==> config.mk <==
export PLATFORM = sky130hd
export DESIGN_NAME = neural_layer_seq
export DESIGN_NICKNAME = d
export VERILOG_FILES = /design/src/rtl/neural_layer_seq.sv
export SDC_FILE = /design/constraint.sdc
export NUM_CORES = 1
export LEC_CHECK = 0
export CAP_MARGIN = 20
export CORE_ASPECT_RATIO = 0.8
export CORE_MARGIN = 2
export CORE_UTILIZATION = 40
export CTS_BUF_LIST = sky130_fd_sc_hd__clkbuf_8
export DETAILED_ROUTE_END_ITERATION = 12
export GPL_TIMING_DRIVEN = 0
export PLACE_DENSITY = 0.53
export SYNTH_ARGS = -nofsm -noshare
export SYNTH_HDL_FRONTEND = slang
export SYNTH_SLANG_ARGS = --single-unit
==> constraint.sdc <==
create_clock -name clk -period 24.6 [get_ports clk]
set_input_delay 4.92 -clock clk [delete_from_list [all_inputs] [get_ports clk]]
set_output_delay 4.92 -clock clk [all_outputs]
set_load 0.005 [all_outputs]
==> src/rtl/neural_layer_seq.sv <==
// Time-multiplexed perceptron layer: one shared MAC walks every neuron/input pair,
// with a streamed parameter load and valid/ready handshakes on input and output.
module neural_layer_seq #(
  parameter int N_IN     = 4,
  parameter int N_NEURON = 4,
  parameter int DW       = 8,
  parameter int ACCW     = 2*DW + $clog2(N_IN) + 2
) (
  input  logic                   clk,
  input  logic                   reset,
  input  logic                   act_mode,
  input  logic                   load_start,
  input  logic                   load_valid,
  input  logic [DW-1:0]          load_data,
  output logic                   params_ok,
  input  logic                   in_valid,
  output logic                   in_ready,
  input  logic [N_IN*DW-1:0]     in_data,
  output logic                   out_valid,
  input  logic                   out_ready,
  output logic [N_NEURON*DW-1:0] out_data,
  output logic                   busy
);

  localparam int NPAR = N_NEURON * (N_IN + 2);
  localparam int PW   = (NPAR > 1) ? $clog2(NPAR) : 1;
  localparam int KW   = (N_IN > 1) ? $clog2(N_IN) : 1;
  localparam int NW   = (N_NEURON > 1) ? $clog2(N_NEURON) : 1;

  localparam logic [PW-1:0] STRIDE  = PW'(N_IN + 2);
  localparam logic [PW-1:0] BIAS_OF = PW'(N_IN);
  localparam logic [PW-1:0] LAST_WC = PW'(NPAR - 1);
  localparam logic [KW-1:0] LAST_K  = KW'(N_IN - 1);
  localparam logic [NW-1:0] LAST_N  = NW'(N_NEURON - 1);
  localparam logic signed [ACCW-1:0] MAXV = {{(ACCW-DW){1'b0}}, {DW{1'b1}}};

  typedef enum logic [1:0] {
    S_IDLE    = 2'd0,
    S_LOAD    = 2'd1,
    S_COMPUTE = 2'd2,
    S_DONE    = 2'd3
  } state_t;

  state_t                 state_q, state_d;
  logic [PW-1:0]          wc_q, wc_d;
  logic [NW-1:0]          n_q, n_d;
  logic [KW-1:0]          k_q, k_d;
  logic signed [ACCW-1:0] acc_q, acc_d;
  logic                   params_ok_q, params_ok_d;

  // Parameter words are kept in load order: per neuron N_IN weights, bias, threshold.
  logic [DW-1:0] par_q [NPAR];
  logic [DW-1:0] x_q   [N_IN];
  logic [DW-1:0] out_q [N_NEURON];

  logic                   par_we_s, cap_s, out_we_s, in_ready_s;
  logic [PW-1:0]          wi_s, bi_s, ti_s;
  logic signed [ACCW-1:0] xe_s, we_s, bias_s, th_s, prod_s, sum_s;
  logic [DW-1:0]          act_s;

  assign in_ready_s = (state_q == S_IDLE) && params_ok_q && !load_start;

  // MAC operand selection and the running sum for the current (n, k) pair.
  always_comb begin
    wi_s   = PW'(n_q) * STRIDE + PW'(k_q);
    bi_s   = PW'(n_q) * STRIDE + BIAS_OF;
    ti_s   = bi_s + PW'(1);
    xe_s   = {{(ACCW-DW){1'b0}}, x_q[k_q]};
    we_s   = {{(ACCW-DW){par_q[wi_s][DW-1]}}, par_q[wi_s]};
    bias_s = {{(ACCW-DW){par_q[bi_s][DW-1]}}, par_q[bi_s]};
    th_s   = {{(ACCW-DW){par_q[ti_s][DW-1]}}, par_q[ti_s]};
    prod_s = xe_s * we_s;
    if (k_q == {KW{1'b0}}) begin
      sum_s = bias_s + prod_s;
    end else begin
      sum_s = acc_q + prod_s;
    end
  end

  // Activation of the final sum: threshold gate, then step or clamped ReLU.
  always_comb begin
    act_s = {DW{1'b0}};
    if (sum_s < th_s) begin
      act_s = {DW{1'b0}};
    end else if (!act_mode) begin
      act_s = {DW{1'b1}};
    end else if (sum_s[ACCW-1]) begin
      act_s = {DW{1'b0}};
    end else if (sum_s > MAXV) begin
      act_s = {DW{1'b1}};
    end else begin
      act_s = sum_s[DW-1:0];
    end
  end

  // Next-state and datapath-enable logic.
  always_comb begin
    state_d     = state_q;
    wc_d        = wc_q;
    n_d         = n_q;
    k_d         = k_q;
    acc_d       = acc_q;
    params_ok_d = params_ok_q;
    par_we_s    = 1'b0;
    cap_s       = 1'b0;
    out_we_s    = 1'b0;
    case (state_q)
      S_IDLE: begin
        if (load_start) begin
          state_d     = S_LOAD;
          wc_d        = {PW{1'b0}};
          params_ok_d = 1'b0;
        end else if (in_valid && in_ready_s) begin
          state_d = S_COMPUTE;
          cap_s   = 1'b1;
          n_d     = {NW{1'b0}};
          k_d     = {KW{1'b0}};
        end else begin
          state_d = S_IDLE;
        end
      end
      S_LOAD: begin
        if (load_valid) begin
          par_we_s = 1'b1;
          if (wc_q == LAST_WC) begin
            state_d     = S_IDLE;
            wc_d        = {PW{1'b0}};
            params_ok_d = 1'b1;
          end else begin
            wc_d = wc_q + PW'(1);
          end
        end else begin
          state_d = S_LOAD;
        end
      end
      S_COMPUTE: begin
        acc_d = sum_s;
        if (k_q == LAST_K) begin
          out_we_s = 1'b1;
          k_d      = {KW{1'b0}};
          if (n_q == LAST_N) begin
            state_d = S_DONE;
            n_d     = {NW{1'b0}};
          end else begin
            n_d = n_q + NW'(1);
          end
        end else begin
          k_d = k_q + KW'(1);
        end
      end
      S_DONE: begin
        if (out_ready) begin
          state_d = S_IDLE;
        end else begin
          state_d = S_DONE;
        end
      end
      default: begin
        state_d = S_IDLE;
      end
    endcase
  end

  // Control state and counters.
  always_ff @(posedge clk) begin
    if (reset) begin
      state_q     <= S_IDLE;
      wc_q        <= {PW{1'b0}};
      n_q         <= {NW{1'b0}};
      k_q         <= {KW{1'b0}};
      acc_q       <= {ACCW{1'b0}};
      params_ok_q <= 1'b0;
    end else begin
      state_q     <= state_d;
      wc_q        <= wc_d;
      n_q         <= n_d;
      k_q         <= k_d;
      acc_q       <= acc_d;
      params_ok_q <= params_ok_d;
    end
  end

  // Parameter store, captured input vector and output lanes.
  always_ff @(posedge clk) begin
    if (reset) begin
      for (int i = 0; i < NPAR; i++) par_q[i] <= {DW{1'b0}};
      for (int i = 0; i < N_IN; i++) x_q[i] <= {DW{1'b0}};
      for (int i = 0; i < N_NEURON; i++) out_q[i] <= {DW{1'b0}};
    end else begin
      if (par_we_s) par_q[wc_q] <= load_data;
      if (cap_s) begin
        for (int i = 0; i < N_IN; i++) x_q[i] <= in_data[i*DW +: DW];
      end
      if (out_we_s) out_q[n_q] <= act_s;
    end
  end

  for (genvar j = 0; j < N_NEURON; j++) begin : g_lane
    assign out_data[j*DW +: DW] = out_q[j];
  end

  assign params_ok = params_ok_q;
  assign in_ready  = in_ready_s;
  assign out_valid = (state_q == S_DONE);
  assign busy      = (state_q == S_LOAD) || (state_q == S_COMPUTE);

endmodule

## Word level (Yosys, flattened, before mapping)

Memory sizes are Yosys's and may differ from the RTL's. A register that Yosys moved wholly into a read port is not among the register bits.
Cells that the tools add are included.

- Add/sub/neg operators: 8
- Multiply operators: 2
- Order comparisons: 2
- Equal/unequal tests: 14
- Muxes and demuxes: 58
- Bitwise logic cells: 4
- Reductions and logical operators: 16

Operators with widths:

| cell | number |
|---|---|
| two-way mux 8 bit | 10 |
| two-way mux 2 bit | 15 |
| two-way mux 1 bit | 23 |
| adder 20 x 17 -> 20 bit | 1 |
| > comparator 20 x 9 -> 1 bit, second input constant | 1 |
| < comparator 20 x 8 -> 1 bit | 1 |
| two-way mux 20 bit | 1 |
| two-way mux 5 bit | 4 |
| adder 8 x 17 -> 18 bit | 1 |
| multiplier 9 x 8 -> 17 bit | 1 |
| OR reduction 8 bit | 2 |
| inequality test 2 bit, second input constant | 6 |
| adder 5 x 1 -> 5 bit, second input constant | 2 |
| case mux 5 bit (2 select lines) | 1 |
| AND reduction 3 bit | 3 |
| == test 2 bit, second input constant | 4 |
| case mux 2 bit (2 select lines) | 2 |
| case mux 2 bit (4 select lines) | 1 |
| AND reduction 4 bit | 2 |
| adder 5 x 2 -> 5 bit | 1 |
| adder 5 x 3 -> 5 bit, second input constant | 1 |
| == test 5 bit, second input constant | 1 |
| adder 2 x 1 -> 2 bit, second input constant | 2 |
| zero test 2 bit | 2 |
| 10 further kinds | 16 |

- Flip-flop bits (word level): 32
- Bits in writable memories: 256
- Bits of input ports: 47
- Output and inout bits: 36
- Logic and storage cells: 113
- Memories kept: 3

Memory list:

| name | words | bits a word | read ports | clocked after memory_dff | wr ports | RTL line | source |
|---|---|---|---|---|---|---|---|
| par_q | 24 | 8 | 3 | 0 | 24 | 52 | `logic [DW-1:0] par_q [NPAR];` |
| out_q | 4 | 8 | 4 | 0 | 4 | 54 | `logic [DW-1:0] out_q [N_NEURON];` |
| x_q | 4 | 8 | 1 | 1 | 4 | 53 | `logic [DW-1:0] x_q [N_IN];` |

## Logic depth before layout (Yosys ltp)

An unclocked memory read counts as a cell.

- Depth after elaboration: 12
- Gate-level depth with buffers: 45
- Mapped depth without buffers: 42

## Worst setup path before layout

OpenSTA, ideal clock, no wires.

- Path type: reg2reg
- Start point: reg n_q[1]
- End point: mem out_q[3][0], data pin
- Setup time: 0.263 ns
- Arrival time: 10.687 ns
- Data required time: 24.337 ns
- Setup slack: 13.650 ns
- Cell stages (with the launch flop): 43
- Path buffers: 3
- Clock period less this slack: 10.950 ns
- Cells stage by stage: dfxtp_1 > inv_1 > ha_1 > buf_1 > clkbuf_1 > inv_1 > ha_1 > xor2_1 > buf_2 > mux4_2 > mux2i_1 > inv_1 > nand2_1 > fa_1 > fa_1 > inv_1 > fa_1 > inv_1 > [... 7 more ...] > o21ai_0 > nor2b_1 > xnor2_1 > ha_1 > and2_1 > a21oi_1 > o21ai_0 > a22o_1 > or4_4 > and3_1 > ha_1 > or3_1 > a21oi_1 > nor2_1 > a2bb2oi_1 > a41oi_2 > nand3_1 > nor2_1

RTL lines:

| item | RTL line | source |
|---|---|---|
| start, declared | 46 | `logic [NW-1:0] n_q, n_d;` |
| start signal, assigned | 169 | `n_q <= {NW{1'b0}};` |
| start signal, assigned | 176 | `n_q <= n_d;` |
| end, declared | 54 |  |

==> impl_metrics.csv <==
group,metric,value,unit
clock_tree,postCtsSetupRepairBufs,0,
timing,fin_worst_skew,0.03302,ns
run_status,status,"complete, no violations",
placement,port_buffers,81,
synth,ys_seq_area_frac,0.4591,
worst_setup_path,crit_top_cell,"inv_1",
min_path,min_path_type,"reg2reg",
detailed_routing,via_count,15730,
clock_tree,htree_levels,2,
synth,async_reset_ff_frac,0,
synth,synthFlopType,"edfxtp_1",
die,dieArea,57960,um2
placement,hpwlAfterDp,55260,um
timing,period_share,0.5702,
global_route,grt_util_met1,0.3777,
synth,avgSynthCellArea,12.76,um2
worst_setup_path,path_delay_family,"adder cells",
global_route,antenna_found_initial,4,
clock_tree,cts_hold_buf,0,
timing,relSlewSlack,0.2296,
synth,synth_area,22410,um2
timing,setup_slack,10.57,ns
detailed_routing,wire_per_inst,26.32,um
global_route,grt_pass1_wl,104900,um
min_path,min_from,"acc_q[7]",
power,internal-power,1.290,mW
layout,nets,2137,
layout,mostFrequentLayoutCell,"edfxtp_1",
die,rows,77,
worst_setup_path,crit_type,"reg2reg",
placement,gp_congestion,0.9830,
layout,fillCellCount,5057,
power,power_switching,0.8466,mW
detailed_routing,drt_wl_total,71880,um
detailed_routing,remaining_drc_errors,0,
power,pwr-share-clk,0.228,
die,fp.dieW,268.7,um
synth,syn-instance-count,1757,
timing,drv_slew,0,
global_route,top_usage_layer,"met1",
timing,tightest_slew,1.156,ns
clock_tree,clk_path_buf_depth,3,
placement,place_ws,10.28,ns
synth,synthMuxAreaShare,0.1787,
power,power_frac_comb,0.444,
layout,layout_common_cells,"320 x edfxtp_1, 229 x and2_1, 182 x nor2_1, 160 x mux4_2, 124 x inv_1",
worst_setup_path,path_buf_inv,12,
layout,syn2layout_area_growth,13.87,%
global_route,grt_pass1_vias,15510,
clock_tree,numCtsBuffers,60,
power,max-vdd-ir-drop,62.85,uV
worst_setup_path,critPathLaunch,"n_q[1]",
worst_setup_path,critPathRequiredTime,25.13,ns
synth,synth_compound_area_frac,0.07341,
clock_tree,root_buffer,"clkbuf_8",
global_route,met2_usage,0.3591,
synth,yosys.area_share.adder,0.09959,
worst_setup_path,crit_path_max_fanout,10,
synth,yosysTopAreaCell,"edfxtp_1",
power,finalPower,2.137,mW
worst_setup_path,end_kind,"register",
global_route,grt_max_degree,25,
clock_tree,cts_tree,"done",
global_route,grtUsageTotal,0.2514,
timing,max_freq,71.29,MHz
synth,synth_top_area_frac,0.4287,
power,power.density,83.73,nW/um2
flow_run,maxCapViolations,0,
synth,synth_top_family_by_area,"multiplexers",
die,initial_core_util,0.4053,
synth,yosysWarnings,0,
clock_tree,post_cts_resize_count,0,
die,die_y,215.7,um
synth,synth_area_leaders,"edfxtp_1 43%, mux4_2 16%, ha_1 6.5%",
power,pwr-share-seq,0.327,
detailed_routing,antenna_left,0,
global_route,grtUsageMet3,0.06276,
timing,finalSetupViolations,0,
timing,period_minus_slack,14.03,ns
synth,synthXorXnorAreaFrac,0.01133,
synth,ys_seq_elements,354,
detailed_routing,drt-initial-drc-count,1929,
worst_setup_path,cp_data_arrival_time,14.56,ns
die,ios,83,
clock_tree,clk_latency,0.68,ns
clock_tree,cts_sinks,354,
detailed_routing,via_per_inst,5.761,
clock_tree,clk_pin_slew,0.06,ns
synth,yosys.area_share.simple,0.1434,
global_route,grt-ovfl-total,0,
detailed_routing,firstDrtPassIters,5,
synth,syn-num-nets,1959,
worst_setup_path,crit_slowest_cell,"o311ai_1",
die,fp.coreArea,55300,um2
power,switching_share,0.3962,
worst_setup_path,worst_path_largest_cell_delay,0.90,ns
layout,drive_gt1_frac,0.1659,
synth,synth_cell_types,87,
worst_setup_path,r2r_start,"n_q[1]",
worst_setup_path,start_kind,"register",
synth,synth-edff-count,320,
timing,hold_viol,0,
timing,final.setup.tns,0,ns
timing,grt_setup_unrepaired,"no",
power,p_leak,9.448,nW
## worst paths after layout
path	end	slack, ns	cells after the start
hold / removal	acc_q[7]	0.49	2
hold reg to reg	acc_q[7]	0.49	2
setup reg to reg	out_q[3][6]	10.57	42
setup / recovery	out_q[3][6]	10.57	42
## routing by layer
layer	share of wire	wire (um)
met5	0.00018	13
met4	0.026	1841
met3	0.10	7336
met2	0.42	30240
met1	0.45	32440
## metrics by stage
stage	instance area, um2	cells	util	hold WS, ns
floorplan	22410	1757	-	0.4626
global placement	24160	2588	0.4369	0.4742
detailed placement	24380	2613	0.4409	0.4822
global route	25510	2727	0.4614	0.5206
finish	25520	2731	0.4615	0.4913
CTS	25420	2717	0.4597	0.4918
## cell type report
class / instances / area, um2 / area share
repair buffers: 116 / 1120 / 0.04387
well taps: 750 / 938.4 / 0.03677
inverters: 102 / 382.9 / 0.01500
flip-flops and latches: 354 / 10290 / 0.4032
plain buffers: 94 / 389.1 / 0.01525
clock buffers: 61 / 839.6 / 0.03289
multi-input cells: 1207 / 11350 / 0.4448
diodes: 4 / 10.01 / 0.0003922
clock inverters: 43 / 201.4 / 0.007893
## logic make-up after synthesis
| group | count (synthesis) |
|---|---|
| AOI/OAI and AO/OA | 237 |
| xor gates and xnor gates | 29 |
| adders and majority gates | 155 |
| buffers and inverters | 196 |
| DFF | 354 |
| muxes | 199 |
| and+or+nand+nor | 587 |
## registers in the layout, summed over array words and instances, names as in the netlist, named ones only
signal and count:
par_q 256, out_q 32, x_q 32, acc_q 20, wc_q 5, k_q 2, n_q 2, state_q 2
params_ok 1
## power by group through the flow
| stage | logic, mW | clock network, mW | registers (mW) |
|---|---|---|---|
| final | 0.949 | 0.488 | 0.700 |
| after detailed placement | 0.932 | 0 | 0.712 |
| after CTS | 0.938 | 0.498 | 0.699 |
| after global placement | 0.918 | 0 | 0.712 |
| after global routing | 1.06 | 0.522 | 0.702 |
| after floorplan | 0.693 | 0 | 0.704 |
## tightest hold or removal path, cell delays in order (launching register included)
cell and delay, ns:
dfxtp_1 0.32, nor2_1 0.08, nor3_1 0.05
## Yosys cell counts, drive strengths merged (3+ instances only)
library cell,instances
mux4,160
a311oi,4
mux2i,29
a22oi,3
nor2b,14
xor2,11
and3,3
or3b,3
nand3,19
xnor2,18
or2,10
nor3,21
or3,7
clkbuf,66
a31oi,6
nor4,10
mux2,10
a21oi,54
o21bai,5
buf,28
a21o,24
o211ai,18
nor2,182
o21ai,66
ha,116
nand4,6
a211oi,12
nand3b,6
o2111ai,3
nand2,53
inv,101
o21a,11
nand2b,14
edfxtp,320
fa,39
dfxtp,34
o31ai,3
and2,229
a211o,4
nor3b,3
(Power assumes the default switching activity.)
